File: src/rtl/sipo_ctrl_pkg.sv
// sipo_ctrl_pkg: state encodings shared by the serial-in/parallel-out frame controller
package sipo_ctrl_pkg;
  localparam int STATE_W = 2;
  typedef enum logic [STATE_W-1:0] {
    ST_IDLE  = 2'b00,
    ST_SHIFT = 2'b01,
    ST_HOLD  = 2'b10
  } state_t;
endpackage

File: src/rtl/sipo_shift_stage.sv
// sipo_shift_stage: WIDTH-bit left shift register, first-received bit ends up in the MSB
module sipo_shift_stage #(
  parameter int WIDTH = 4
) (
  input  logic             clk,
  input  logic             reset,
  input  logic             clr,
  input  logic             shift_en,
  input  logic             serial_in,
  output logic [WIDTH-1:0] q
);
  always_ff @(posedge clk) begin
    if (reset || clr) q <= '0;
    else if (shift_en) q <= {q[WIDTH-2:0], serial_in};
  end
endmodule

File: src/rtl/sipo_frame_ctrl.sv
// sipo_frame_ctrl: sequences serial bit capture into WIDTH-bit words and hands them off on valid/ready
module sipo_frame_ctrl
  import sipo_ctrl_pkg::*;
#(
  parameter int WIDTH  = 4,
  parameter int FCNT_W = 8,
  localparam int CNT_W = $clog2(WIDTH)
) (
  input  logic              clk,
  input  logic              reset,
  input  logic              start,
  input  logic              abort,
  input  logic              serial_in,
  input  logic              bit_valid,
  input  logic              out_ready,
  input  logic              clr_overrun,
  output logic [WIDTH-1:0]  out_data,
  output logic              out_valid,
  output logic              busy,
  output logic [CNT_W-1:0]  bit_cnt,
  output logic              overrun,
  output logic [FCNT_W-1:0] frame_cnt
);
  state_t              state_q, state_d;
  logic [CNT_W-1:0]    cnt_q, cnt_d;
  logic [WIDTH-1:0]    data_q, data_d, shreg;
  logic                valid_q, valid_d, ovr_q, ovr_d, clr, shift_en;
  logic [FCNT_W-1:0]   fcnt_q, fcnt_d;

  sipo_shift_stage #(.WIDTH(WIDTH)) u_shift (
    .clk      (clk),
    .reset    (reset),
    .clr      (clr),
    .shift_en (shift_en),
    .serial_in(serial_in),
    .q        (shreg)
  );

  always_comb begin
    state_d  = state_q;
    cnt_d    = cnt_q;
    data_d   = data_q;
    valid_d  = valid_q;
    fcnt_d   = fcnt_q;
    ovr_d    = clr_overrun ? 1'b0 : ovr_q;
    clr      = 1'b0;
    shift_en = 1'b0;
    case (state_q)
      ST_IDLE: begin
        if (start) begin
          state_d = ST_SHIFT;
          cnt_d   = '0;
          clr     = 1'b1;
        end
      end
      ST_SHIFT: begin
        if (abort) begin
          state_d = ST_IDLE;
          cnt_d   = '0;
        end else if (start) begin
          cnt_d = '0;
          clr   = 1'b1;
        end else if (bit_valid) begin
          shift_en = 1'b1;
          if (cnt_q == CNT_W'(WIDTH - 1)) begin
            data_d  = {shreg[WIDTH-2:0], serial_in};
            valid_d = 1'b1;
            state_d = ST_HOLD;
            cnt_d   = '0;
          end else cnt_d = cnt_q + CNT_W'(1);
        end
      end
      ST_HOLD: begin
        if (bit_valid) ovr_d = 1'b1;
        if (out_ready) begin
          valid_d = 1'b0;
          fcnt_d  = fcnt_q + FCNT_W'(1);
          state_d = start ? ST_SHIFT : ST_IDLE;
          clr     = start;
        end
      end
      default: state_d = ST_IDLE;
    endcase
  end

  always_ff @(posedge clk) begin
    if (reset) begin
      state_q <= ST_IDLE;
      cnt_q   <= '0;
      data_q  <= '0;
      valid_q <= 1'b0;
      ovr_q   <= 1'b0;
      fcnt_q  <= '0;
    end else begin
      state_q <= state_d;
      cnt_q   <= cnt_d;
      data_q  <= data_d;
      valid_q <= valid_d;
      ovr_q   <= ovr_d;
      fcnt_q  <= fcnt_d;
    end
  end

  assign out_data  = data_q;
  assign out_valid = valid_q;
  assign busy      = (state_q != ST_IDLE);
  assign bit_cnt   = cnt_q;
  assign overrun   = ovr_q;
  assign frame_cnt = fcnt_q;
endmodule

File: config.mk
export PLATFORM = sky130hd
export DESIGN_NAME = sipo_frame_ctrl
export DESIGN_NICKNAME = d
export VERILOG_FILES = /design/src/rtl/sipo_ctrl_pkg.sv /design/src/rtl/sipo_shift_stage.sv /design/src/rtl/sipo_frame_ctrl.sv
export SDC_FILE = /design/constraint.sdc
export NUM_CORES = 1
export LEC_CHECK = 0
export CORE_MARGIN = 1.5
export CORE_UTILIZATION = 59
export CTS_CLUSTER_DIAMETER = 200
export CTS_CLUSTER_SIZE = 20
export DETAILED_ROUTE_END_ITERATION = 8
export DONT_BUFFER_PORTS = 1
export PLACE_DENSITY_LB_ADDON = 0.05
export SYNTH_ARGS = -nofsm -noshare
export SYNTH_HDL_FRONTEND = slang
export SYNTH_SLANG_ARGS = --single-unit
File: constraint.sdc
create_clock -name clk -period 1.7 [get_ports clk]
set_input_delay 0.085 -clock clk [delete_from_list [all_inputs] [get_ports clk]]
set_output_delay 0.085 -clock clk [all_outputs]
set_load 0.1 [all_outputs]
==> impl_metrics.ini, run 1 <==
[synthesis]
ys_seq_area_share_pct = 43.47
syn-num-nets = 123
synthDistinctLibCells = 32
syn-cell-area_um2 = 967.2
ys.warnings.count = 0
synth_top_flop_cell = dfxtp_1
synth-edff-count = 0
avgSynthCellArea_um2 = 8.559
synthCells = 113
synth-seq-cells = 21
async_reset_ff_share_pct = 0

[power_and_ir_drop]
irDropWorstVdd_mv = 0.3853
static-leakage-power_nw = 0.4648
powerDensity_nw_per_um2 = 678.4

[clocking]
post-cts-setup-buffers = 0
cts_max_path_buffers = 2
cts_hold_buf = 4
clock_latency_ns = 0.29
cts_root_buf = clkbuf_4
cts.clk_slew.worst_paths_ns = 0.11
ctsResizeCount = 0
cts_tree = built
cts.sinks = 21
cts_buffers = 3
htreeDepth = 1

[timing]
slew_violations = 0
tns_ns = 0
hold_viol_final = 1
worst_slew_pin_slew_ns = 0.7142
layout_setup_ws_ns = 0.1791
whs_ns = -0.002901
fmax_mhz = 657.5
slew_headroom_pct = 52.23
post-route-period-util_pct = 89.46
finalSetupViolCount = 0
finalClockSkew_ns = 0.003191
rsz0062_at_grt = false
period_needed_ns = 1.521

[final_layout]
mostFrequentLayoutCell = buf_4
register_area_um2 = 431.7
mostFrequentLayoutCells = 19 x buf_4, 14 x a21oi_1, 12 x dfxtp_1, 11 x o21ai_0, 9 x dfxtp_2
nFillCells = 114
drive_above_1_share_pct = 25.37
multiInputGateArea_um2 = 504.2
nNetsFinal = 145
layout-area-overhead-vs-synth_pct = 21.60
design_area_um2 = 1176
n_antenna_cell = 0

[place]
io_buffers = 0
gp_congestion = 0.7538
postPlaceCellArea_um2 = 1110
pre_cts_ws_ns = 0.2197
place_hpwl_mm = 1.514

[worst_setup_path]
crit_slowest_cell = or4_1
worst-endpoint-arrival_ns = 1.74
cp_cell_sequence = nand4b_2, or4_1, a21oi_1
start_kind = register
worst_setup_path_end_kind = register
required_ns = 1.92
crit_fanout = 11
critical_path_class = reg -> reg
critical-path-max-stage-delay_ns = 0.56

[global_routing]
globalRoute.totalOverflow = 0
antenna_found_initial = 0
first_global_vias = 827
grt_max_degree = 21
track_usage_pct = 24.22
grt_pass1_wl_mm = 3.491

[floorplanning]
die_area_um2 = 1891
core_um2 = 1524
fp.dieW_um = 43.49
initial_core_util_pct = 63.46
die_h_um = 43.49
fp-row-count = 14
io_pins = 25

[hold_path]
min_path_type = in -> reg

[outcome]
status = finished, violations left
violations = negative hold slack

[routing]
wire_per_inst_um = 14.59
drt_iter0_drc = 30
dr.pass1.iters = 4
vias = 912
drc_errors = 0
wl_mm = 2.188
vias_per_cell = 6.080
antenna_left = 0

[run]
max_cap_viol_count = 0
[path summary, 6_finish.rpt]
kind	cells past startpoint	end	slack (ns)	startpoint
max	3	frame_cnt[6]$_SDFFE_PP0P_	0.18	state_q[0]$_SDFFE_PP0P_
min	3	overrun$_SDFF_PP0_	-0.003	clr_overrun
max reg2reg	3	frame_cnt[6]$_SDFFE_PP0P_	0.18	state_q[0]$_SDFFE_PP0P_
min reg2reg	2	frame_cnt[7]$_SDFFE_PP0P_	0.49	frame_cnt[7]$_SDFFE_PP0P_
[registers in the layout (all words and copies together) (netlist names)]
signal	cells
bit_cnt	2
frame_cnt	8
out_data	4
out_valid	1
overrun	1
state_q	2
u_shift.q	3
[where the power goes]
group	switching [mW]	internal, mW	leakage (nW)
combinational	0.0432	0.0228	0.276
clock	0.143	0.0911	0.0150
sequential	0.00398	0.494	0.174
total	0.190	0.608	0.465
[synthesized netlist by cell type (all sizes together) (2+ instances only)]
| master | number | share of area [%] |
|---|---|---|
| nand3b | 2 | 1.6 |
| or4 | 3 | 2.3 |
| or3 | 3 | 1.9 |
| clkbuf | 4 | 1.6 |
| nand4 | 2 | 1.3 |
| nor2b | 3 | 1.9 |
| xor2 | 2 | 1.8 |
| buf | 2 | 1.7 |
| nand4b | 2 | 2.5 |
| ha | 2 | 2.6 |
| nand2b | 2 | 1.3 |
| o21ai | 11 | 5.7 |
| nand2 | 7 | 2.7 |
| inv | 3 | 1.2 |
| nor2 | 6 | 2.3 |
| a21oi | 14 | 7.2 |
| o31ai | 2 | 1.6 |
| nand3 | 8 | 4.1 |
| dfxtp | 21 | 43 |
| a211oi | 4 | 3.1 |
[final cells by class]
type                            instances  share of cell area, %
Tap cell                               16                  1.702
Timing Repair Buffer                   23                  15.53
Multi-Input combinational cell         83                  42.87
Inverter                                3                 0.9574
Sequential cell                        21                  36.70
Clock buffer                            4                  2.234
[worst max-delay path, delay by kind of cell, from the launching register on]
family | cells | cell delay (ns)
simple gates | 2 | 0.91
flops | 1 | 0.40
compound gates | 1 | 0.14
[per-stage QoR]
step           hold slack, ns  power, mW  util, %  std cells
6_report            -0.002901     0.7979    77.18        150
5_1_grt              0.001940     0.8249    77.18        150
4_1_cts              0.001722     0.8049    77.18        150
3_5_place_dp           0.1520     0.5585    72.82        142
3_3_place_gp           0.1499     0.5574    72.82        142
2_1_floorplan          0.2242     0.5557        -        113
[layer usage]
| metal | share of wire (%) | vias to the layer above | GRT usage [%] | wire [µm] |
|---|---|---|---|---|
| met5 | 0 | - | 0 | 0 |
| met4 | 1.1 | 0 | 10.30 | 25 |
| met3 | 5.5 | 4 | 5.833 | 121 |
| met2 | 50 | 28 | 38.81 | 1087 |
| met1 | 44 | 424 | 31.23 | 954 |
| li1 | - | 456 | - | - |
[cells by family (layout without fill, tap and decap cells)]
logic type | after synthesis | after routing | share of synthesized area (%)
compound gates | 36 | 36 | 21.48
xor+xnor | 2 | 2 | 1.811
fa+ha+maj | 2 | 2 | 2.587
buf+inv | 9 | 30 | 4.397
flops | 21 | 21 | 43.47
simple gates | 43 | 43 | 26.26
Note: power is estimated with default switching activity, not from simulation.
==> run 2, diff against run 1 <==
Settings changed: CORE_UTILIZATION 59 to 62.
Clock period 1.7 ns to 1.9 ns, I/O delays scaled along.
==> run 2 against run 1 <==
The flow now finishes without violations. Via count down 0.77%. Setup slack improved by 0.13 ns. Non-clock buffer count shrank 1. Power decreased by 10%. Sequential share of layout area shrank 0.15 points. Critical path depth is 1 higher. Wire length down 4.3%. Clock skew rose by 0.0012 ns. Core utilization increased by 1.2 points. Combinational power fell by 16%. Register-to-register slack gained 0.13 ns. Sequential power is 11% lower.
==> impl_metrics.ini, run 2 (same netlist as run 1, synthesis figures left out) <==
[worst_setup_path]
crit_slowest_cell = dlygate4sd3_1
crit_start = state_q[1]$_SDFFE_PP0P_
critical-path-max-stage-delay_ns = 0.57
r2r_cells = 4
r2r_start = state_q[1]$_SDFFE_PP0P_
critical_path_class = reg -> reg
r2r_slack_ns = 0.30
required_ns = 2.14
start_kind = register
cp_cell_sequence = nor2b_1, a21oi_1, dlygate4sd3_1, nor2_1
worst-endpoint-arrival_ns = 1.84
worst_setup_path_end_kind = register
crit_fanout = 10

[timing]
finalSetupViolCount = 0
hold_viol_final = 0
slew_headroom_pct = 50.40
rsz0062_at_grt = false
fmax_mhz = 626.9
finalClockSkew_ns = 0.004395
tns_ns = 0
whs_ns = 0.01257
worst_slew_pin_slew_ns = 0.7416
slew_violations = 0
post-route-period-util_pct = 83.95
period_needed_ns = 1.595

[final_layout]
nNetsFinal = 144
finalCoreUtilization_pct = 78.40
nFillCells = 107
layout.cells.non_filler = 149
largest_reg_flops = 8
n_antenna_cell = 0
multiInputGateArea_um2 = 504.2
layout-area-overhead-vs-synth_pct = 20.70
design_area_um2 = 1167
mostFrequentLayoutCell = buf_4
drive_above_1_share_pct = 21.80
mostFrequentLayoutCells = 17 x buf_4, 16 x dfxtp_1, 14 x a21oi_1, 11 x o21ai_0, 8 x nand3_1
register_area_um2 = 426.7

[routing]
dr.pass1.iters = 4
drc_errors = 0
wl_mm = 2.095
antenna_left = 0
vias = 905
wire_per_inst_um = 14.06
vias_per_cell = 6.074
drt_iter0_drc = 19

[clocking]
cts.sinks = 21
htreeDepth = 1
cts.clk_slew.worst_paths_ns = 0.12
clock_latency_ns = 0.30
cts_buffers = 3
ctsResizeCount = 0
cts_hold_buf = 5
cts_root_buf = clkbuf_4
cts_tree = built
post-cts-setup-buffers = 0
cts_max_path_buffers = 2

[floorplanning]
die_h_um = 42.50
fp-row-count = 14
io_pins = 25
die_area_um2 = 1806
initial_core_util_pct = 64.96
fp.dieW_um = 42.50
core_um2 = 1489

[global_routing]
antenna_found_initial = 0
top_usage_layer = met2
grt_pass1_wl_mm = 3.608
grt_max_degree = 21
met3_usage_pct = 5.603
globalRoute.totalOverflow = 0
use_met1_pct = 29.46
first_global_vias = 861
track_usage_pct = 26.41
met2_usage_pct = 47.69

[place]
dp.cells = 140
io_buffers = 0
postPlaceCellArea_um2 = 1090
place_hpwl_mm = 1.490
gp_congestion = 0.7865

[power_and_ir_drop]
static-leakage-power_nw = 0.4560
irDropWorstVdd_mv = 0.4726
powerDensity_nw_per_um2 = 613.2

[run]
max_cap_viol_count = 0

[hold_path]
holdPathStages = 3
min_path_type = in -> reg
hp-start = start

[outcome]
status = finished clean
-- run 2: per-stage QoR --
step	setup slack, ns	total power [mW]
final	0.3049	0.7158
after global routing	0.2099	0.7400
after CTS	0.3390	0.7220
after detailed placement	0.3718	0.4977
after global placement	0.4422	0.4973
after floorplan	0.09460	0.4973
-- run 2: metal layers --
layer	vias up	share of wire, %
met3	4	4.8
met1	420	43
met2	24	50
li1	457	-
met5	-	0
met4	0	1.6
-- run 2: worst paths after layout --
| check | to |
|---|---|
| min reg2reg | frame_cnt[7]$_SDFFE_PP0P_ |
| max | overrun$_SDFF_PP0_ |
| min | u_shift.q[1]$_SDFFE_PP0P_ |
| max reg2reg | overrun$_SDFF_PP0_ |
-- run 2: final cells by class --
class / instances / share of cell area (%)
timing repair buffer: 22 / 15.22
clock inverter: 1 / 0.4287
tap: 16 / 1.715
multi-input combinational: 83 / 43.19
sequential: 21 / 36.55
clock buffer: 3 / 1.929
inverter: 3 / 0.9646
-- run 2: worst max-delay path: cells and delay by family, from the launching register on --
family          cells  cell delay [ns]
simple gates        2             0.36
buf+inv             1             0.57
flops               1             0.52
compound gates      1             0.09
-- run 2: power by group --
| group | total [mW] | leakage, nW | switching (mW) | internal (mW) |
|---|---|---|---|---|
| registers | 0.445 | 0.172 | 0.00346 | 0.442 |
| clock network | 0.215 | 0.0177 | 0.136 | 0.0786 |
| logic | 0.0556 | 0.266 | 0.0365 | 0.0192 |
| total | 0.716 | 0.456 | 0.176 | 0.540 |
==> run 3, diff against run 2 <==
Settings changed: CORE_UTILIZATION 62 to 54.
Clock period 1.9 ns to 1.4 ns, I/O delays scaled along.
==> run 3 against run 2 <==
Core utilization fell by 1.7 points. Count of clock-buffer cells in the layout did not move. Non-clock buffer count rose by 7. Maximum frequency rose by 14%. Wire length rose by 7.9%. Clock skew fell by 0.00087 ns.
==> impl_metrics.ini, run 3 (same netlist as run 1, synthesis figures left out) <==
[outcome]
status = finished clean

[worst_setup_path]
path_delay_family = simple AND/OR/NAND/NOR gates
critical_path_buf_inv_count = 0
crit_slowest_cell = or4_4
worst-endpoint-arrival_ns = 1.64
cp_cell_sequence = or3b_4, or4_4, o22ai_2
critical_path_class = reg -> reg
required_ns = 1.64
start_kind = register
worst_setup_path_end_kind = register
crit_fanout = 5
critical-path-max-stage-delay_ns = 0.43

[floorplanning]
die_h_um = 45.32
fp.dieW_um = 45.32
fp-row-count = 15
die_area_um2 = 2054
io_pins = 25
core_um2 = 1708
initial_core_util_pct = 56.63

[final_layout]
layout-area-overhead-vs-synth_pct = 35.45
nFillCells = 132
nNetsFinal = 151
n_antenna_cell = 0
layout.cells.non_filler = 165
design_area_um2 = 1310
mostFrequentLayoutCell = buf_4
drive_above_1_share_pct = 31.43
largest_reg_flops = 8
mostFrequentLayoutCells = 20 x buf_4, 14 x a21oi_1, 10 x dfxtp_1, 8 x o21ai_0, 8 x nand3_1

[hold_path]
min_path_type = in -> reg

[global_routing]
globalRoute.totalOverflow = 0
grt_pass1_wl_mm = 3.746
antenna_found_initial = 0
first_global_vias = 875
track_usage_pct = 25.91
grt_max_degree = 21

[clocking]
clock_latency_ns = 0.31
cts_tree = built
cts_max_path_buffers = 2
cts.sinks = 21
htreeDepth = 1
cts_root_buf = clkbuf_4
cts_buffers = 3
cts.clk_slew.worst_paths_ns = 0.11

[power_and_ir_drop]
powerDensity_nw_per_um2 = 764.1
irDropWorstVdd_mv = 0.5771
static-leakage-power_nw = 0.5251

[place]
io_buffers = 0
postPlaceCellArea_um2 = 1161
place_hpwl_mm = 1.567
pre_cts_ws_ns = 0.01046
gp_congestion = 0.8451
dp.cells = 153

[timing]
slew_violations = 0
slew_headroom_pct = 50.29
finalSetupViolCount = 0
worst_slew_pin_slew_ns = 0.7456
post-route-period-util_pct = 99.89
rsz0062_at_grt = true
layout_setup_ws_ns = 0.001502
finalClockSkew_ns = 0.003520
fmax_mhz = 715.1
whs_ns = 0.01817
period_needed_ns = 1.398
hold_viol_final = 0

[routing]
antenna_left = 0
drt_iter0_drc = 17
vias = 965
drc_errors = 0
dr.pass1.iters = 4
vias_per_cell = 5.848
wire_per_inst_um = 13.70
wl_mm = 2.261

[run]
max_cap_viol_count = 0
-- run 3: cell types whose count changed in the layout (fill, tap and decap cells not counted), sizes merged --
cell          before  now
dlygate4sd3        5    6
dlymetal6s4s       0    1
buf               17   22
-- run 3: layer usage --
layer	GRT usage [%]	part of all wire (%)
met1	29.28	41
met2	42.86	49
met3	6.000	5.4
met4	17.65	4.7
met5	0	0
-- run 3: final timing paths --
check / slack (ns) / to / from / cells past startpoint
worst max register to register: 0.002 / bit_cnt[0]$_SDFFE_PP0P_ / state_q[1]$_SDFFE_PP0P_ / 3
worst min register to register: 0.48 / out_data[3]$_SDFFE_PP0P_ / u_shift.q[2]$_SDFFE_PP0P_ / 2
worst max-delay path: 0.002 / bit_cnt[0]$_SDFFE_PP0P_ / state_q[1]$_SDFFE_PP0P_ / 3
worst min-delay path: 0.02 / frame_cnt[2]$_SDFFE_PP0P_ / out_ready / 3
-- run 3: stage by stage --
step | TNS [ns] | util, % | power, mW
detailed placement | 0 | 67.99 | 0.6813
floorplan | -0.2662 | - | 0.6674
global placement | 0 | 67.99 | 0.6807
CTS | 0 | 74.65 | 0.9973
finish | 0 | 76.70 | 1.001
global route | -0.02848 | 76.70 | 1.044
-- run 3: layout make-up --
type	instances	area [µm²]	area share, %
Clock inverter	1	5.005	0.3820
Inverter	3	11.26	0.8596
Clock buffer	3	22.52	1.719
Timing Repair Buffer	29	254.0	19.39
Multi-Input combinational cell	83	536.8	40.97
Tap cell	25	31.28	2.388
Sequential cell	21	449.2	34.29
-- run 3: what timing repair did --
action | in CTS | in global routing
setup endpoints to repair | 3 | 8
pin swaps | 0 | 1
hold endpoints to repair | 21 | 0
gates resized for setup | 3 | 11
hold buffers | 7 | 0
setup buffers | 0 | 1
-- run 3: power by group --
group / internal [mW] / switching, mW
sequential: 0.589 / 0.00187
combinational: 0.0505 / 0.0620
clock: 0.107 / 0.191
-- run 3: worst reg2reg max path, delay by kind of cell, from the launching register on --
family | cells | cell delay [ns]
compound gates | 1 | 0.14
simple gates | 2 | 0.81
flops | 1 | 0.38
